**config.mk**
```make
export PLATFORM = sky130hd
export DESIGN_NAME = lsu_mem_stage
export DESIGN_NICKNAME = d
export VERILOG_FILES = /design/src/rtl/lsu_pkg.sv /design/src/rtl/lsu_load_align.sv /design/src/rtl/lsu_mem_stage.sv
export SDC_FILE = /design/constraint.sdc
export NUM_CORES = 1
export LEC_CHECK = 0
export CAP_MARGIN = 10
export CORE_MARGIN = 2
export CORE_UTILIZATION = 40
export DETAILED_ROUTE_END_ITERATION = 6
export PLACE_DENSITY_LB_ADDON = 0.3
export SYNTH_ARGS = -nofsm -noshare
export SYNTH_HDL_FRONTEND = slang
export SYNTH_SLANG_ARGS = --single-unit
```
**constraint.sdc**
```tcl
create_clock -name clk -period 2.75 [get_ports clk]
set_input_delay 0.55 -clock clk [delete_from_list [all_inputs] [get_ports clk]]
set_output_delay 0.55 -clock clk [all_outputs]
set_load 0.01 [all_outputs]
```
**src/rtl/lsu_pkg.sv**
```systemverilog
// Shared definitions for the LSU memory stage: op encodings, FSM state codes and op decode helpers.
package lsu_pkg;

  localparam logic [3:0] MOP_NONE = 4'd0;
  localparam logic [3:0] MOP_LB   = 4'd1;
  localparam logic [3:0] MOP_LH   = 4'd2;
  localparam logic [3:0] MOP_LW   = 4'd3;
  localparam logic [3:0] MOP_LD   = 4'd4;
  localparam logic [3:0] MOP_LBU  = 4'd5;
  localparam logic [3:0] MOP_LHU  = 4'd6;
  localparam logic [3:0] MOP_LWU  = 4'd7;
  localparam logic [3:0] MOP_SB   = 4'd8;
  localparam logic [3:0] MOP_SH   = 4'd9;
  localparam logic [3:0] MOP_SW   = 4'd10;
  localparam logic [3:0] MOP_SD   = 4'd11;

  localparam logic [1:0] ST_IDLE = 2'd0;
  localparam logic [1:0] ST_REQ  = 2'd1;
  localparam logic [1:0] ST_WAIT = 2'd2;
  localparam logic [1:0] ST_DONE = 2'd3;

  // Access size in bytes; 0 marks pass-through and undefined encodings.
  function automatic logic [3:0] mop_bytes(input logic [3:0] op);
    case (op)
      MOP_LB, MOP_LBU, MOP_SB: return 4'd1;
      MOP_LH, MOP_LHU, MOP_SH: return 4'd2;
      MOP_LW, MOP_LWU, MOP_SW: return 4'd4;
      MOP_LD, MOP_SD:          return 4'd8;
      default:                 return 4'd0;
    endcase
  endfunction

  function automatic logic is_load(input logic [3:0] op);
    return (op >= MOP_LB) && (op <= MOP_LWU);
  endfunction

  function automatic logic is_store(input logic [3:0] op);
    return (op >= MOP_SB) && (op <= MOP_SD);
  endfunction

  function automatic logic is_signed(input logic [3:0] op);
    return (op >= MOP_LB) && (op <= MOP_LD);
  endfunction

endpackage

```
**src/rtl/lsu_load_align.sv**
```systemverilog
// Load data extraction: selects the addressed lane from an aligned word and sign/zero-extends it.
module lsu_load_align
  import lsu_pkg::*;
#(
  parameter int DATA_WIDTH = 32,
  parameter int LANE_W     = $clog2(DATA_WIDTH / 8)
) (
  input  logic [DATA_WIDTH-1:0] rdata,
  input  logic [LANE_W-1:0]     lane,
  input  logic [3:0]            op,
  output logic [DATA_WIDTH-1:0] data
);

  logic [DATA_WIDTH-1:0] shifted;
  logic                  fill;
  int                    nbits;

  always_comb begin
    shifted = rdata >> {lane, 3'b000};
    nbits   = 8 * int'(mop_bytes(op));
    fill    = 1'b0;
    data    = shifted;
    // Full-width accesses need no extension.
    if (nbits > 0 && nbits < DATA_WIDTH) begin
      for (int i = 0; i < DATA_WIDTH; i++) begin
        if (i == nbits - 1) fill = is_signed(op) & shifted[i];
      end
      for (int i = 0; i < DATA_WIDTH; i++) begin
        if (i >= nbits) data[i] = fill;
      end
    end
  end

endmodule

```
**src/rtl/lsu_mem_stage.sv**
```systemverilog
// Memory stage between execute and writeback: issues dmem requests, aligns load data, flags bad accesses.
// state | meaning:  IDLE empty | REQ request on dmem | WAIT awaiting response | DONE result on wb
module lsu_mem_stage
  import lsu_pkg::*;
#(
  parameter int DATA_WIDTH     = 32,
  parameter int REG_ADDR_WIDTH = 5,
  parameter int STRB_WIDTH     = DATA_WIDTH / 8
) (
  input  logic                      clk,
  input  logic                      rst,
  input  logic                      ex_valid,
  output logic                      ex_ready,
  input  logic [3:0]                ex_op,
  input  logic [DATA_WIDTH-1:0]     ex_addr,
  input  logic [DATA_WIDTH-1:0]     ex_wdata,
  input  logic [DATA_WIDTH-1:0]     ex_result,
  input  logic [REG_ADDR_WIDTH-1:0] ex_rd,
  input  logic                      ex_rf_we,
  output logic                      dmem_req_valid,
  input  logic                      dmem_req_ready,
  output logic                      dmem_req_we,
  output logic [DATA_WIDTH-1:0]     dmem_req_addr,
  output logic [STRB_WIDTH-1:0]     dmem_req_wstrb,
  output logic [DATA_WIDTH-1:0]     dmem_req_wdata,
  input  logic                      dmem_rsp_valid,
  output logic                      dmem_rsp_ready,
  input  logic [DATA_WIDTH-1:0]     dmem_rsp_rdata,
  output logic                      wb_valid,
  input  logic                      wb_ready,
  output logic                      wb_rf_we,
  output logic [REG_ADDR_WIDTH-1:0] wb_rd,
  output logic [DATA_WIDTH-1:0]     wb_data,
  output logic                      wb_fault
);

  localparam int LANE_W = $clog2(STRB_WIDTH);

  logic [1:0]                state;
  logic [3:0]                op_q;
  logic [DATA_WIDTH-1:0]     addr_q, wdata_q, data_q;
  logic [STRB_WIDTH-1:0]     strb_q;
  logic [REG_ADDR_WIDTH-1:0] rd_q;
  logic                      rf_we_q, fault_q;

  logic                      accept, misaligned, unsupported, fault;
  logic [3:0]                bytes;
  logic [LANE_W-1:0]         lane;
  logic [STRB_WIDTH-1:0]     size_mask;
  logic [DATA_WIDTH-1:0]     load_data;

  assign ex_ready = (state == ST_IDLE) || (state == ST_DONE && wb_ready);
  assign accept   = ex_valid && ex_ready;
  assign lane     = ex_addr[LANE_W-1:0];
  assign bytes    = mop_bytes(ex_op);

  always_comb begin
    misaligned = 1'b0;
    size_mask  = '0;
    case (bytes)
      4'd1: size_mask = STRB_WIDTH'(4'h1);
      4'd2: begin misaligned = ex_addr[0];       size_mask = STRB_WIDTH'(4'h3);  end
      4'd4: begin misaligned = |ex_addr[1:0];    size_mask = STRB_WIDTH'(4'hF);  end
      4'd8: begin misaligned = |ex_addr[2:0];    size_mask = STRB_WIDTH'(8'hFF); end
      default: ;
    endcase
  end

  // Undefined encodings are rejected alongside the ops a 32-bit datapath cannot serve.
  assign unsupported = ((DATA_WIDTH == 32) && (ex_op == MOP_LD || ex_op == MOP_LWU || ex_op == MOP_SD))
                     || (ex_op != MOP_NONE && bytes == 4'd0);
  assign fault       = misaligned || unsupported;

  lsu_load_align #(.DATA_WIDTH(DATA_WIDTH)) u_load_align (
    .rdata (dmem_rsp_rdata),
    .lane  (addr_q[LANE_W-1:0]),
    .op    (op_q),
    .data  (load_data)
  );

  always_ff @(posedge clk) begin
    if (rst) begin
      state   <= ST_IDLE;
      op_q    <= MOP_NONE;
      addr_q  <= '0;
      wdata_q <= '0;
      data_q  <= '0;
      strb_q  <= '0;
      rd_q    <= '0;
      rf_we_q <= 1'b0;
      fault_q <= 1'b0;
    end else if (accept) begin
      op_q    <= ex_op;
      addr_q  <= ex_addr;
      wdata_q <= ex_wdata << {lane, 3'b000};
      strb_q  <= is_store(ex_op) ? (size_mask << lane) : '0;
      rd_q    <= ex_rd;
      if (ex_op == MOP_NONE) begin
        state   <= ST_DONE;
        data_q  <= ex_result;
        rf_we_q <= ex_rf_we;
        fault_q <= 1'b0;
      end else if (fault) begin
        state   <= ST_DONE;
        data_q  <= ex_addr;
        rf_we_q <= 1'b0;
        fault_q <= 1'b1;
      end else begin
        state   <= ST_REQ;
        data_q  <= '0;
        rf_we_q <= ex_rf_we && is_load(ex_op);
        fault_q <= 1'b0;
      end
    end else begin
      case (state)
        ST_REQ:  if (dmem_req_ready) state <= ST_WAIT;
        ST_WAIT: if (dmem_rsp_valid) begin
          state  <= ST_DONE;
          data_q <= is_load(op_q) ? load_data : '0;
        end
        ST_DONE: if (wb_ready) state <= ST_IDLE;
        default: state <= ST_IDLE;
      endcase
    end
  end

  assign dmem_req_valid = (state == ST_REQ);
  assign dmem_req_we    = is_store(op_q);
  assign dmem_req_addr  = {addr_q[DATA_WIDTH-1:LANE_W], {LANE_W{1'b0}}};
  assign dmem_req_wstrb = strb_q;
  assign dmem_req_wdata = wdata_q;
  assign dmem_rsp_ready = (state == ST_WAIT);
  assign wb_valid       = (state == ST_DONE);
  assign wb_rf_we       = rf_we_q;
  assign wb_rd          = rd_q;
  assign wb_data        = data_q;
  assign wb_fault       = fault_q;

endmodule

```
Yosys cells after proc, flatten, opt, wreduce, memory -nomap -nowiden
Memory sizes are Yosys's and may differ from the RTL's. A register that Yosys moved wholly into a read port is not among the register bits.
Cells that the tools add are included.
{ "totals": {"reg_bits": 113, "latchBits": 0, "mem_bits_rw": 0, "rom_bits": 128, "in_bits": 144, "output_inout_bits": 112, "elab_cells": 248, "n_memories": 2} }
{ "memory_table": {"columns": ["memory", "words", "width", "read_ports", "rd_ports_with_merged_regs", "write_ports", "line_no", "source"], "rows": [
  ["(name not given)", 16, 4, 1, 0, 0, "lsu_pkg.sv:24", "case (op)"],
  ["(name not given)", 16, 4, 1, 1, 0, "lsu_pkg.sv:24", null]
]} }
{ "classes": {"n_addsub": 1, "mul": 0, "div_mod_pow": 0, "n_lt_le_gt_ge": 43, "n_eq_ne": 44, "n_shift": 3, "mux": 87, "bitwise": 32, "reduce_logical": 27} }
{ "ops": {"columns": ["operator", "count"], "rows": [
  ["$eq A6 B32 Y1 const A", 16],
  ["$eq A5 B32 Y1 const A", 8],
  ["$mux W32", 7],
  ["$eq A4 B32 Y1 const A", 4],
  ["$ge A5 B7 Y1 const A", 16],
  ["$mux W1", 68],
  ["$eq A3 B32 Y1 const A", 2],
  ["$ge A4 B7 Y1 const A", 8],
  ["$and A1 B1 Y1", 32],
  ["$eq A2 B32 Y1 const A", 1],
  ["$logic_not A32 Y1", 1],
  ["$shl A32 B5 Y32", 1],
  ["$shr A32 B5 Y32", 1],
  ["$ge A3 B7 Y1 const A", 4],
  ["$ge A1 B7 Y1 const A", 2],
  ["$ge A2 B7 Y1 const A", 2],
  ["$eq A4 B3 Y1 const B", 3],
  ["$le A4 B3 Y1 const B", 3],
  ["$mux W2", 6],
  ["$mux W4", 3],
  ["$pmux W4 S3", 1],
  ["$logic_and A1 B1 Y1", 10],
  ["$eq A4 B4 Y1 const B", 2],
  ["$ge A4 B1 Y1 const B", 2],
  ["23 further kinds", 34]
]} }

Depth between registers and ports, before layout
{ "depth": {"depth_word": 41, "depth_mapped": 11, "ltp_nobuf": 9} }

By module
Synthesis repeated with hierarchy kept, for this count alone.
{ "hier_totals": {"hier_cells": 880, "area_unflattened_um2": 6775.2} }
{ "modules_own_cells": {"columns": ["module", "n_inst", "cells_each", "area_each_um2", "seq_area_each_um2"], "rows": [
  ["lsu_mem_stage", 1, 737, 5828.1, 2262.2],
  ["lsu_load_align", 1, 143, 947.2, 0.0]
]} }

Least setup slack after synthesis
Ideal clock, no wire load.
{ "synth_path": {"path_kind": "register -> register", "start": "reg u_load_align.nbits[3] (netlist name)", "end": "reg data_q[24], in the netlist wb_data[24]", "setup_time_ns": 0.137, "t_arrival_ns": 2.050, "slack_ns": 0.563, "path_stages_with_launch": 9, "synth_period_minus_slack_ns": 2.187, "path_cell_list": "dfxtp_1 inv_1 ha_1 xor2_1 or2_2 a21oi_1 nor3_2 a31oi_4 a311oi_1"} }
{ "synth_via": {"elab_chain_len": 40, "elab_cells_between_ends": 75, "cone_classes": "1 x add/sub; 3 x order compare; 31 x eq/ne; 38 x mux; 2 x reduce/logical"} }
{ "synth_rtl": {"columns": ["item", "line_no", "source"], "rows": [
  ["$sub A7 B1 Y8", "lsu_load_align.sv:26", "if (i == nbits - 1) fill = is_signed(op) & shifted[i];"],
  ["$logic_not A32 Y1", "lsu_load_align.sv:26", null],
  ["$mux W1 (32 in a row)", "lsu_load_align.sv:26", null],
  ["$mux W1", "lsu_load_align.sv:29", "if (i >= nbits) data[i] = fill;"],
  ["$mux W32 *", "lsu_load_align.sv:24", "if (nbits > 0 && nbits < DATA_WIDTH) begin"],
  ["$mux W32 *", "lsu_mem_stage.sv:119", "data_q <= is_load(op_q) ? load_data : '0;"],
  ["$mux W32 *", "lsu_mem_stage.sv:117", "ST_WAIT: if (dmem_rsp_valid) begin"],
  ["$mux W32 *", "lsu_mem_stage.sv:115", "case (state)"],
  ["$mux W32 *", "lsu_mem_stage.sv:92", "end else if (accept) begin"],
  ["end signal: assignment", "lsu_mem_stage.sv:100", "data_q <= ex_result;"],
  ["end signal: assignment", "lsu_mem_stage.sv:105", "data_q <= ex_addr;"],
  ["end signal: assignment", "lsu_mem_stage.sv:119", null],
  ["end: declaration", "lsu_mem_stage.sv:41", "logic [DATA_WIDTH-1:0] addr_q, wdata_q, data_q;"]
]} }
Mark *: on every way between the ends. The rest lies on a longest branch, timed or not. The select of a mux whose other input is x is not followed.
A chain may end at the register's enable or synchronous reset.

Worst setup path after layout
{ "layout_path": {"start": "reg state[0]", "end": "out ex_ready"} }
{ "layout_via": {"elab_chain_len": 3, "elab_cells_between_ends": 4, "cone_classes": "1 x eq/ne; 3 x reduce/logical"} }
{ "layout_rtl": {"columns": ["item", "line_no", "source"], "rows": [
  ["start: declaration", "lsu_mem_stage.sv:39", "logic [1:0] state;"],
  ["start signal: assignment", "lsu_mem_stage.sv:83", "state <= ST_IDLE;"],
  ["start signal: assignment", "lsu_mem_stage.sv:99", "state <= ST_DONE;"],
  ["start signal: assignment", "lsu_mem_stage.sv:104", "state <= ST_DONE;"],
  ["$eq A2 B2 Y1", "lsu_mem_stage.sv:52", "assign ex_ready = (state == ST_IDLE) || (state == ST_DONE && wb_ready);"],
  ["$logic_and A1 B1 Y1", "lsu_mem_stage.sv:52", null],
  ["$logic_or A1 B1 Y1 *", "lsu_mem_stage.sv:52", null],
  ["end: declaration", "lsu_mem_stage.sv:13", "output logic ex_ready,"]
]} }
Mark *: on every way between the ends. The rest lies on a longest branch, timed or not.

==> flow_summary.json <==
{
  "dp_cells": 1162,
  "worstHoldPathType": "input pin to register",
  "ys_seq_area_share_pct": 37.7,
  "ys.warnings.count": 0,
  "use_met3_pct": 6.82,
  "path_delay_family": "buffers and inverters",
  "p_leak_nw": 3.40,
  "grt_pass1_vias": 6108,
  "final_max_slew_viol_count": 0,
  "clk_latency_ns": 0.41,
  "cp_num_cells": 5,
  "path_max_fanout": 4,
  "layout_setup_ws_ns": 0.153,
  "die_w_um": 129,
  "timing.fmax_mhz": 385,
  "cp.required_ns": 2.20,
  "grt_util_all_layers_pct": 26.1,
  "final_cells": 1194,
  "diodes": 0,
  "netlist_area_mm2": 0.00622,
  "finClkSkew_ns": 0.00764,
  "rsz0062_at_grt": "no",
  "drtAntennaViolNets": 0,
  "antenna_found_initial": 0,
  "multiInputGateArea_mm2": 0.00333,
  "setup_tns_ns": 0,
  "wl_um": 22100,
  "cts.path.max_buffers": 2,
  "slowest_delay_ns": 0.52,
  "num-fill-cells": 1340,
  "place_area_mm2": 0.00878,
  "post_cts_buffers": 0,
  "placeableCoreArea_mm2": 0.0152,
  "grt_overflow": 0,
  "grt_pass1_wl_um": 33500,
  "tritoncts": "built",
  "drtIter0Drc": 507,
  "vias": 6652,
  "tightestPinTransition_ns": 0.657,
  "clock-root-buffer": "clkbuf_16",
  "synthTopCellsByArea": "dfxtp_1 38%, a21oi_1 7.6%, a211oi_1 6.5%",
  "cp-start-kind": "register",
  "synth_most_common_cell": "dfxtp_1",
  "setup_viol": 0,
  "cts_resized": 0,
  "htree_levels": 4,
  "hold_viol_final": 0,
  "area.growth.synth_to_final_pct": 50.4,
  "end_kind": "output pin",
  "dieArea_mm2": 0.0166,
  "grt_max_degree": 77,
  "endpoint": "ex_ready",
  "netlist_instances": 788,
  "clkSlewWorstSetupHoldPaths_ns": 0.06,
  "path_common_cell": "inv_1",
  "status": "finished, final reports clean",
  "cellPowerDensity_mw_per_mm2": 872,
  "cp-startpoint": "state[0]",
  "fin_area_mm2": 0.00935,
  "ff_latch_area_mm2": 0.00234,
  "ioPinCount": 256,
  "ir_drop_v": 0.000423,
  "fin_crit_sh_pct": 94.4,
  "fin_crit_ns": 2.60,
  "route.detailed.drc": 0,
  "synth_ff_type": "dfxtp_1",
  "max_cap_violations": 0,
  "port_buffers": 253,
  "pre_cts_slack_ns": 0.108,
  "ys_types": 53,
  "relSlewSlack_pct": 56.1,
  "crit_buf_inv": 3,
  "fin_util_pct": 61.5,
  "r2r_end": "wb_data[22]",
  "synth-edff-count": 0,
  "nets": 1145,
  "syn_avg_cell_area_um2": 7.89,
  "first_pass_iters": 5,
  "synth-seq-cells": 117,
  "dieHeight_um": 129,
  "cp_cell_sequence": "inv_1 -> ha_1 -> a21oi_1 -> inv_1 -> clkdlybuf4s50_1",
  "cp.arrival_ns": 2.05,
  "worstSetupPathType": "register to output pin",
  "synthTopCellsByCount": "117 x dfxtp_1, 98 x nand2_1, 94 x a21oi_1",
  "cts_buffers": 17,
  "yosysTopAreaCellShare_pct": 37.7,
  "gp_congestion": 0.853,
  "r2r_slack_ns": 0.33,
  "synthArstFlopShare_pct": 0,
  "initial_utilization_pct": 40.9,
  "top_usage_layer": "met2",
  "via_per_inst": 5.57,
  "slowest_stage": "clkdlybuf4s50_1",
  "row_count": 45,
  "met1_usage_pct": 33.1,
  "synth_area_leader_cell": "dfxtp_1",
  "avgRoutedWirePerCell_um": 18.5,
  "reg2reg_from": "u_load_align.nbits[4]",
  "drive_gt1_share_pct": 8.35,
  "ctsHoldBuffers": 0,
  "met2_usage_pct": 42.0,
  "hpwl_um": 16300,
  "clkSinkCount": 117,
  "ff2ff_path_depth": 8
}
-- kinds of logic after synthesis --
family | after synthesis | share of synthesized area (%)
simple gates | 283 | 20.9
compound gates | 228 | 23.9
flops | 117 | 37.7
buf+inv | 110 | 9.28
mux | 40 | 6.46
fa+ha+maj | 8 | 1.61
other cells | 1 | 0.0603
xor+xnor | 1 | 0.141
-- layer usage --
layer,wire length (µm),share of wire [%]
met4,634,2.9
met2,10400,47
met1,9070,41
met5,0,0
met3,1950,8.8
-- stage by stage --
stage               hold WS (ns)  power, W
detailed placement         0.444   0.00604
floorplan                  0.437   0.00440
global route               0.437   0.00862
global placement           0.439   0.00599
finish                     0.437   0.00815
CTS                        0.418   0.00818
-- area by class of cell --
cell class	count	area share, %
Clock inverter	12	1.11
Timing Repair Buffer	284	30.2
Sequential cell	117	25.1
Multi-Input combinational cell	562	35.6
Inverter	11	0.442
Clock buffer	20	4.99
Tap cell	188	2.52
-- report_power, final --
part	total, W	internal [W]	leakage (nW)	switching, W
clock network	0.00213	0.00131	0.266	0.000818
logic	0.00366	0.00171	2.17	0.00195
registers	0.00237	0.00211	0.960	0.000253
total	0.00815	0.00513	3.40	0.00302
-- worst min-delay path, cell delays in order --
cell	delay [ns]
buf_2	0.14
nand2_1	0.06
a21oi_1	0.05
-- registers in the layout, indices dropped and copies added, names as in the netlist --
| signal | cells |
|---|---|
| op_q | 4 |
| wb_fault | 1 |
| wb_rd | 5 |
| wb_rf_we | 1 |
| dmem_req_wstrb | 4 |
| wb_data | 32 |
| addr_q | 32 |
| u_load_align.nbits | 4 |
| state | 2 |
| dmem_req_wdata | 32 |
-- worst min path at each step --
stage	start	endpoint	slack [ns]	depth (start not counted)
after floorplan	addr_q[10]	addr_q[10]	0.44	2
after global placement	dmem_req_wdata[4]	dmem_req_wdata[4]	0.44	2
after detailed placement	dmem_req_wdata[4]	dmem_req_wdata[4]	0.44	2
after CTS	ex_addr[1]	addr_q[1]	0.42	3
after global routing	ex_addr[1]	addr_q[1]	0.44	3
final	ex_addr[1]	addr_q[1]	0.44	3
-- placed cells by master (no fill, tap or decap), types with 2 or more instances in the layout --
| cell | netlist | routed |
|---|---|---|
| clkdlybuf4s50_1 | 0 | 250 |
| dfxtp_1 | 117 | 117 |
| nand2_1 | 98 | 97 |
| a21oi_1 | 94 | 94 |
| nor2_1 | 77 | 76 |
| a211oi_1 | 54 | 54 |
| mux2i_1 | 39 | 39 |
| nand3_1 | 36 | 36 |
| buf_4 | 35 | 26 |
| nor3_1 | 22 | 21 |
| nor2b_1 | 19 | 19 |
| o21ai_0 | 18 | 18 |
| clkbuf_16 | 0 | 17 |
| a311oi_1 | 16 | 16 |
| inv_1 | 11 | 11 |
| o21bai_1 | 9 | 9 |
| and3_1 | 8 | 8 |
| a22oi_1 | 8 | 8 |
| ha_1 | 8 | 8 |
| o211ai_1 | 7 | 7 |
| a31oi_1 | 7 | 7 |
| clkinvlp_4 | 0 | 6 |
| buf_12 | 0 | 6 |
| nand2b_1 | 4 | 4 |
| clkinv_2 | 0 | 4 |
| or2_2 | 3 | 3 |
| nor4b_1 | 3 | 3 |
| clkbuf_8 | 0 | 3 |
| or4_1 | 2 | 2 |
| nor3_2 | 1 | 2 |
| nor2_2 | 2 | 2 |
| o21ai_1 | 2 | 2 |
| a221oi_1 | 2 | 2 |
| nor4_1 | 2 | 2 |
| conb_1 | 1 | 2 |
| buf_2 | 19 | 2 |
Power figures use the tool's default switching activity.
